$ cat config.mk
export PLATFORM = sky130hd
export DESIGN_NAME = uart_rx_fifo
export DESIGN_NICKNAME = d
export VERILOG_FILES = /design/src/rtl/uart_rx_fifo.sv
export SDC_FILE = /design/constraint.sdc
export NUM_CORES = 1
export LEC_CHECK = 0
export CORE_MARGIN = 3
export CORE_UTILIZATION = 45
export DETAILED_ROUTE_END_ITERATION = 7
export GPL_ROUTABILITY_DRIVEN = 1
export PLACE_DENSITY = 0.71
export SYNTH_ARGS = -nofsm -noshare
export SYNTH_HDL_FRONTEND = slang
export SYNTH_SLANG_ARGS = --single-unit
$ cat constraint.sdc
create_clock -name clk -period 6.8 [get_ports clk]
set_clock_uncertainty 0.1 [all_clocks]
set_input_delay 1.36 -clock clk [delete_from_list [all_inputs] [get_ports clk]]
set_output_delay 1.36 -clock clk [all_outputs]
set_load 0.02 [all_outputs]
$ cat src/rtl/uart_rx_fifo.sv
// 8N1 UART receiver with synchroniser, midpoint sampling, FWFT receive FIFO and sticky error flags.
// Optional even-parity check between data and stop bits is built when UART_RX_PARITY_EN is defined.
module uart_rx_fifo #(
    parameter int CLKS_PER_BIT = 12,
    parameter int FIFO_DEPTH   = 4
) (
    input  logic                         clk,
    input  logic                         reset,
    input  logic                         rx_i,
    input  logic                         rd_en,
    input  logic                         err_clr,
    output logic [7:0]                   rd_data,
    output logic                         rx_valid,
    output logic [$clog2(FIFO_DEPTH):0]  fifo_count,
    output logic                         frame_err,
    output logic                         overrun
);
    localparam int PW = $clog2(FIFO_DEPTH);
    localparam int CW = PW + 1;
    localparam int TW = $clog2(CLKS_PER_BIT);
    localparam logic [TW-1:0] T_BIT  = TW'(CLKS_PER_BIT - 1);
    localparam logic [TW-1:0] T_HALF = TW'(CLKS_PER_BIT / 2 - 1);

`ifdef UART_RX_PARITY_EN
    typedef enum logic [2:0] {
        S_IDLE, S_START, S_DATA, S_PARITY, S_STOP, S_WAIT_HIGH
    } state_t;
`else
    typedef enum logic [2:0] {
        S_IDLE, S_START, S_DATA, S_STOP, S_WAIT_HIGH
    } state_t;
`endif

    logic          sync1_q, sync2_q, armed_q;
    logic          rx_s;
    state_t        state_q;
    logic [TW-1:0] tmr_q;
    logic [2:0]    bit_cnt_q;
    logic [7:0]    shift_q;
    logic          push_req, stop_bad, par_bad;

    logic [7:0]    mem_q [FIFO_DEPTH];
    logic [PW-1:0] wr_ptr_q, rd_ptr_q;
    logic [CW-1:0] count_q, count_d;
    logic          frame_err_q, overrun_q;
    logic          pop, full, wr_ok, ovr_set;

    assign rx_s = sync2_q;

    always_ff @(posedge clk) begin
        if (!reset) begin
            sync1_q <= 1'b1;
            sync2_q <= 1'b1;
            armed_q <= 1'b0;
        end else begin
            sync1_q <= rx_i;
            sync2_q <= sync1_q;
            // a start edge is only accepted once the line has been seen high
            armed_q <= armed_q | sync2_q;
        end
    end

`ifdef UART_RX_PARITY_EN
    logic par_ok_q;
    assign push_req = (state_q == S_STOP) && (tmr_q == '0) && rx_s && par_ok_q;
    assign par_bad  = (state_q == S_PARITY) && (tmr_q == '0) && (rx_s != ^shift_q);
`else
    assign push_req = (state_q == S_STOP) && (tmr_q == '0) && rx_s;
    assign par_bad  = 1'b0;
`endif
    assign stop_bad = (state_q == S_STOP) && (tmr_q == '0) && !rx_s;

    always_ff @(posedge clk) begin
        if (!reset) begin
            state_q   <= S_IDLE;
            tmr_q     <= '0;
            bit_cnt_q <= '0;
            shift_q   <= '0;
`ifdef UART_RX_PARITY_EN
            par_ok_q  <= 1'b1;
`endif
        end else begin
            case (state_q)
                S_IDLE: begin
                    if (armed_q && !rx_s) begin
                        state_q   <= S_START;
                        tmr_q     <= T_HALF;
                        bit_cnt_q <= '0;
`ifdef UART_RX_PARITY_EN
                        par_ok_q  <= 1'b1;
`endif
                    end
                end
                S_START: begin
                    if (tmr_q == '0) begin
                        state_q <= rx_s ? S_IDLE : S_DATA;
                        tmr_q   <= T_BIT;
                    end else begin
                        tmr_q <= tmr_q - TW'(1);
                    end
                end
                S_DATA: begin
                    if (tmr_q == '0) begin
                        shift_q <= {rx_s, shift_q[7:1]};
                        tmr_q   <= T_BIT;
                        if (bit_cnt_q == 3'd7) begin
`ifdef UART_RX_PARITY_EN
                            state_q <= S_PARITY;
`else
                            state_q <= S_STOP;
`endif
                        end else begin
                            bit_cnt_q <= bit_cnt_q + 3'd1;
                        end
                    end else begin
                        tmr_q <= tmr_q - TW'(1);
                    end
                end
`ifdef UART_RX_PARITY_EN
                S_PARITY: begin
                    if (tmr_q == '0) begin
                        par_ok_q <= (rx_s == ^shift_q);
                        state_q  <= S_STOP;
                        tmr_q    <= T_BIT;
                    end else begin
                        tmr_q <= tmr_q - TW'(1);
                    end
                end
`endif
                S_STOP: begin
                    if (tmr_q == '0) begin
                        state_q <= rx_s ? S_IDLE : S_WAIT_HIGH;
                    end else begin
                        tmr_q <= tmr_q - TW'(1);
                    end
                end
                S_WAIT_HIGH: begin
                    if (rx_s) state_q <= S_IDLE;
                end
                default: state_q <= S_IDLE;
            endcase
        end
    end

    assign pop     = rd_en && (count_q != '0);
    assign full    = (count_q == CW'(FIFO_DEPTH));
    assign wr_ok   = push_req && (!full || pop);
    assign ovr_set = push_req && full && !pop;
    assign count_d = count_q + CW'(wr_ok) - CW'(pop);

    always_ff @(posedge clk) begin
        if (wr_ok) mem_q[wr_ptr_q] <= shift_q;
    end

    always_ff @(posedge clk) begin
        if (!reset) begin
            wr_ptr_q    <= '0;
            rd_ptr_q    <= '0;
            count_q     <= '0;
            frame_err_q <= 1'b0;
            overrun_q   <= 1'b0;
        end else begin
            if (wr_ok) wr_ptr_q <= wr_ptr_q + PW'(1);
            if (pop)   rd_ptr_q <= rd_ptr_q + PW'(1);
            count_q <= count_d;
            // set events take priority over a clear in the same cycle
            if (stop_bad || par_bad) frame_err_q <= 1'b1;
            else if (err_clr)        frame_err_q <= 1'b0;
            if (ovr_set)             overrun_q   <= 1'b1;
            else if (err_clr)        overrun_q   <= 1'b0;
        end
    end

    assign rx_valid   = (count_q != '0);
    assign rd_data    = rx_valid ? mem_q[rd_ptr_q] : 8'h00;
    assign fifo_count = count_q;
    assign frame_err  = frame_err_q;
    assign overrun    = overrun_q;

endmodule

# --- Yosys cells after proc, flatten, opt, wreduce, memory -nomap -nowiden ---
# Memory sizes are Yosys's and may differ from the RTL's. A register that Yosys moved wholly into a read port is not among the register bits.
# Index checks and enable logic that the tools add are counted.
totals:
  register_bits: 30
  ramBits: 32
  output_inout_bits: 14
  n_memories: 1
mem_list:
  columns: ["memory", "depth", "width", "read_ports", "rd_ports_with_merged_regs", "wr", "line_no", "rtl"]
  rows:
  - ["mem_q", 4, 8, 1, 1, 1, "42", "logic [7:0] mem_q [FIFO_DEPTH];"]
op_classes:
  add_sub_neg: 6
  n_eq_ne: 14
  mux: 25
  bitwise: 1
  n_reduce_logical: 24
ops:
  columns: ["operator", "count"]
  rows:
  - ["$mux 3", 10]
  - ["$pmux 3 s5", 1]
  - ["$ne 2x2->1 const B", 7]
  - ["$mux 4", 3]
  - ["$pmux 4 s3", 1]
  - ["$eq 3x3->1 const B", 3]
  - ["$logic_and 1x1->1", 8]
  - ["$mux 8", 1]
  - ["$eq 3x2->1 const B", 2]
  - ["$mux 2", 3]
  - ["$pmux 3 s2", 1]
  - ["$reduce_and 6->1", 1]
  - ["$reduce_bool 2->1", 3]
  - ["$reduce_bool 3->1", 2]
  - ["$mux 1", 5]
  - ["$add 2x1->2 const B", 2]
  - ["$logic_not 4->1", 1]
  - ["$reduce_and 4->1", 1]
  - ["$sub 4x1->4 const B", 1]
  - ["$add 3x1->3", 1]
  - ["$add 3x1->3 const B", 1]
  - ["$eq 3x1->1 const B", 1]
  - ["$logic_not 1->1", 3]
  - ["$logic_not 3->1", 1]
  - ["7 further kinds", 7]

# --- Longest topological paths before layout ---
logic_depth:
  ltp_word: 6
  depth_mapped: 13
  ltp_nobuf: 13

# --- Least setup slack after synthesis ---
# OpenSTA, ideal clock, no wires.
synth_path:
  path_type: "input to register"
  start: "in rd_en"
  end: "reg count_q[2], in the netlist fifo_count[2]"
  setup_time_ps: 115
  arrival_time_ps: 3078
  t_required_ps: 6585
  path_slack_ps: 3508
  cell_stages: 11
  path_buffers: 0
  path_cell_list: "nor4b_2 > nor3_4 > inv_1 > ha_1 > inv_1 > ha_1 > inv_1 > fa_1 > xnor2_1 > xnor2_1 > and2_1"
synth_via:
  elab_chain_cells: 5
synth_rtl:
  columns: ["item", "line_no", "rtl"]
  rows:
  - ["from (decl)", "10", "input logic rd_en,"]
  - ["$logic_and 1x1->1 *", "145", "assign pop = rd_en && (count_q != '0);"]
  - ["$logic_or 1x1->1", "147", "assign wr_ok = push_req && (!full || pop);"]
  - ["$logic_and 1x1->1", "147", null]
  - ["$add 3x1->3", "149", "assign count_d = count_q + CW'(wr_ok) - CW'(pop);"]
  - ["$sub 3x1->3 *", "149", null]
  - ["to (signal assigned)", "165", "count_q <= count_d;"]
  - ["to (decl)", "44", "logic [CW-1:0] count_q, count_d;"]
# Every way passes the cells marked *; elsewhere a longest branch is shown, timed or not.
# A chain may end at the register's enable or synchronous reset.

==> key figures <==
Global route
  – Initial antenna violation count: 0
  – Remaining global-route overflow: 0
  – Via count of the first global-routing pass: 1591
  – Global-route wire length before repair: around 7.5 mm
  – All-layer global routing usage: 0.1364
  – Largest net degree at the start of global routing: 33

Routing
  – Detailed-route via count: around 1700
  – Ratio of routed vias to standard cells: approximately 5.2
  – Violation count after the first detailed-route iteration: 84
  – WL per Instance: about 14 um
  – Number of nets still failing antenna checks after routing: 0
  – Router iterations before antenna repair: 4
  – Total DRC errors in the routed layout: 0
  – WL final: 4.486 mm

STA
  – Unrepaired setup endpoints after global routing: false
  – Normalized max-slew margin: 0.3304
  – Timing-limited maximum frequency: ~270 MHz
  – Number of max-slew violations in the final report: 0
  – Worst-case setup margin in the final layout: 3086 ps
  – Final period utilization: 0.5462
  – Total Neg Setup Slack: 0 ps
  – Min cycle time layout: ~3700 ps
  – Actual slew at the worst max-slew pin: ~1000 ps
  – Count of final setup violators: 0
  – Total count of hold-check failures in the final report: 0

Synthesis
  – Top cell types by occurrence after synthesis: sky130_fd_sc_hd__dfxtp_1, sky130_fd_sc_hd__edfxtp_1, sky130_fd_sc_hd__nand2_1
  – Area share of the leading cell type in the synthesized netlist: 0.3466
  – Portion of the post-synthesis area used by sequential elements: 0.5776
  – Summed instance area of the synthesized netlist: between 2000 and 3000 sq um
  – Cell types occupying the most area after synthesis: sky130_fd_sc_hd__edfxtp_1, sky130_fd_sc_hd__dfxtp_1, sky130_fd_sc_hd__mux4_2
  – Number of synthesized register bits: 64
  – Synth warnings: 0
  – Number of different library cells in the post-synthesis netlist: 41
  – Commonest register cell after synthesis: sky130_fd_sc_hd__edfxtp_1
  – Post-synth EDFFs: 32
  – Largest area contributor in the synthesized netlist: sky130_fd_sc_hd__edfxtp_1
  – Fraction of registers with async set/reset: 0
  – Mean Syn Cell Area: about 12 sq um
  – Net count of the mapped netlist: between 200 and 250
  – Number of standard cells after synthesis: ~230

Clocking
  – Clock insertion delay at the later pin of the skew report: approximately 330 ps
  – PostCTS Resize Cnt: 0
  – TritonCTS Sinks: between 60 and 70
  – Number of H-tree branching levels: 3
  – Hold Buf Count CTS: 0
  – CTS tree: yes
  – Number of buffers inserted during clock tree synthesis: 9
  – Maximum buffer depth of the clock tree: 2
  – Setup repair bufs after CTS: 0
  – Clock tree root buffer cell: sky130_fd_sc_hd__clkbuf_8
  – Clock transition at the register clock pins on the worst setup and hold paths after CTS: around 60 ps

Power and ir drop
  – Power per Cell Area: around 330 nW/um^2
  – Switching part of the total power: 0.2685
  – Design internal power: roughly 0.78 mW
  – Power share of the combinational group: 0.251
  – Leakage component of the power: around 1.1 nW
  – Portion of total power attributed to sequential cells: 0.422
  – Net switching power: 0.2867 mW
  – IR drop worst, VDD: about 0.18 mV
  – Power share of the clock group: 0.326

Setup path
  – Maximum fanout count along the critical path: 8
  – Category of the most critical setup path: flop to output pin
  – Crit path DAT: between 2000 and 2500 ps
  – Worst setup EP type: output pin
  – Required time of the worst setup path: about 5300 ps
  – Worst reg-to-reg setup slack: ~3800 ps
  – Startpoint types: flop
  – R2r startpoint: tmr_q[0]

Place
  – Post-Place Setup Slack: ~2900 ps
  – Placed cell count: between 300 and 400
  – Half-perimeter wire length after detailed placement: 2.988 mm
  – Number of input and output port buffers inserted: 18
  – Post-DP Area: about 3000 sq um
  – Placer congestion estimate: between 0.8 and 0.9

Final layout
  – Design Area, Final: about 3200 sq um
  – Finished Layout Cells: 320
  – Final Util: 0.5595
  – Net count of the finished layout: between 200 and 300
  – Growth of design area from synthesis to finish: 15.88%
  – Share of final-layout standard cells stronger than drive strength 1: 0.1169
  – Number of diodes: 0

Floorplanning
  – FP Rows: 27
  – IO Count: 19
  – Area of the core: approximately 5700 sq um
  – Die ar.: 7139 sq um
  – Starting density of the core: 0.4828
  – Die extent in x: between 80 and 90 um
  – Vertical die dimension: 84.50 um

Hold path
  – HP Start: sync1_q
  – HP Class: flop to flop

Flow run
  – Max-cap check violation count: 0

Status
  – Status: finished clean
[cell usage in the layout, fill, tap and decap left out, drive strengths merged, types with 8 or more instances in the layout]
cell           Yosys  final
a21boi             8      8
inv               10     10
mux4               8      8
and2              19     19
clkbuf             8     12
nand2             25     25
clkdlybuf4s50      0     18
dfxtp             32     32
nor2               8      8
edfxtp            32     32
a21oi              8      8
ha                10     10
[cell type report]
cell class              instances  area, sq um
clock buffers                  12        145.1
clock inverters                 4        70.07
fillers                       502         2530
inverters                      10        37.54
multi-input cells             140         1089
flip-flops and latches         64         1602
well taps                      72        90.09
repair buffers                 18        180.2
[layer usage]
metal	up-vias	GRT usage	share of wire
met5	-	0	0
met4	0	0.05036	0.0062
met3	4	0.05299	0.037
met2	29	0.2128	0.49
met1	782	0.1724	0.47
li1	836	-	-
[power by group through the flow]
stage               registers [mW]  logic, mW  clock network (mW)
floorplan                    0.450      0.180                   0
global placement             0.460      0.266                   0
detailed placement           0.462      0.272                   0
CTS                          0.453      0.273               0.358
global route                 0.457      0.290               0.380
finish                       0.451      0.268               0.348
[final timing paths]
check / to / depth (start not counted)
setup reg to reg: fifo_count[2] / 13
setup / recovery: rd_data[7] / 3
hold / removal: rx_s / 1
hold reg to reg: rx_s / 1
[stage by stage]
| step | hold WS [ps] | power [mW] |
|---|---|---|
| global placement | 293.9 | 0.7265 |
| finish | 307.5 | 1.068 |
| floorplan | 286.3 | 0.6301 |
| CTS | 314.1 | 1.084 |
| global route | 355.3 | 1.126 |
| detailed placement | 297.6 | 0.7335 |
[cells by family after synthesis]
logic type | count (synthesis) | share of synthesized area
mux | 9 | 0.06904
flops | 64 | 0.5776
xor+xnor | 5 | 0.01579
buf+inv | 21 | 0.02978
simple gates | 82 | 0.1737
compound gates | 33 | 0.08168
fa+ha+maj | 11 | 0.05235
[registers in the layout (all words and copies together) (netlist names), named ones only]
name / cells
mem_q: 32
rd_ptr_q: 2
bit_cnt_q: 3
wr_ptr_q: 2
state_q: 3
overrun: 1
shift_q: 8
armed_q: 1
sync1_q: 1
frame_err: 1
fifo_count: 3
tmr_q: 4
rx_s: 1
[worst max-delay path, cell delays in order, from the launching register on]
cell	delay (ps)
sky130_fd_sc_hd__dfxtp_1	660
sky130_fd_sc_hd__mux4_2	560
sky130_fd_sc_hd__and2_1	180
sky130_fd_sc_hd__clkdlybuf4s50_1	530
No activity file was read; power rests on OpenSTA's default activity.
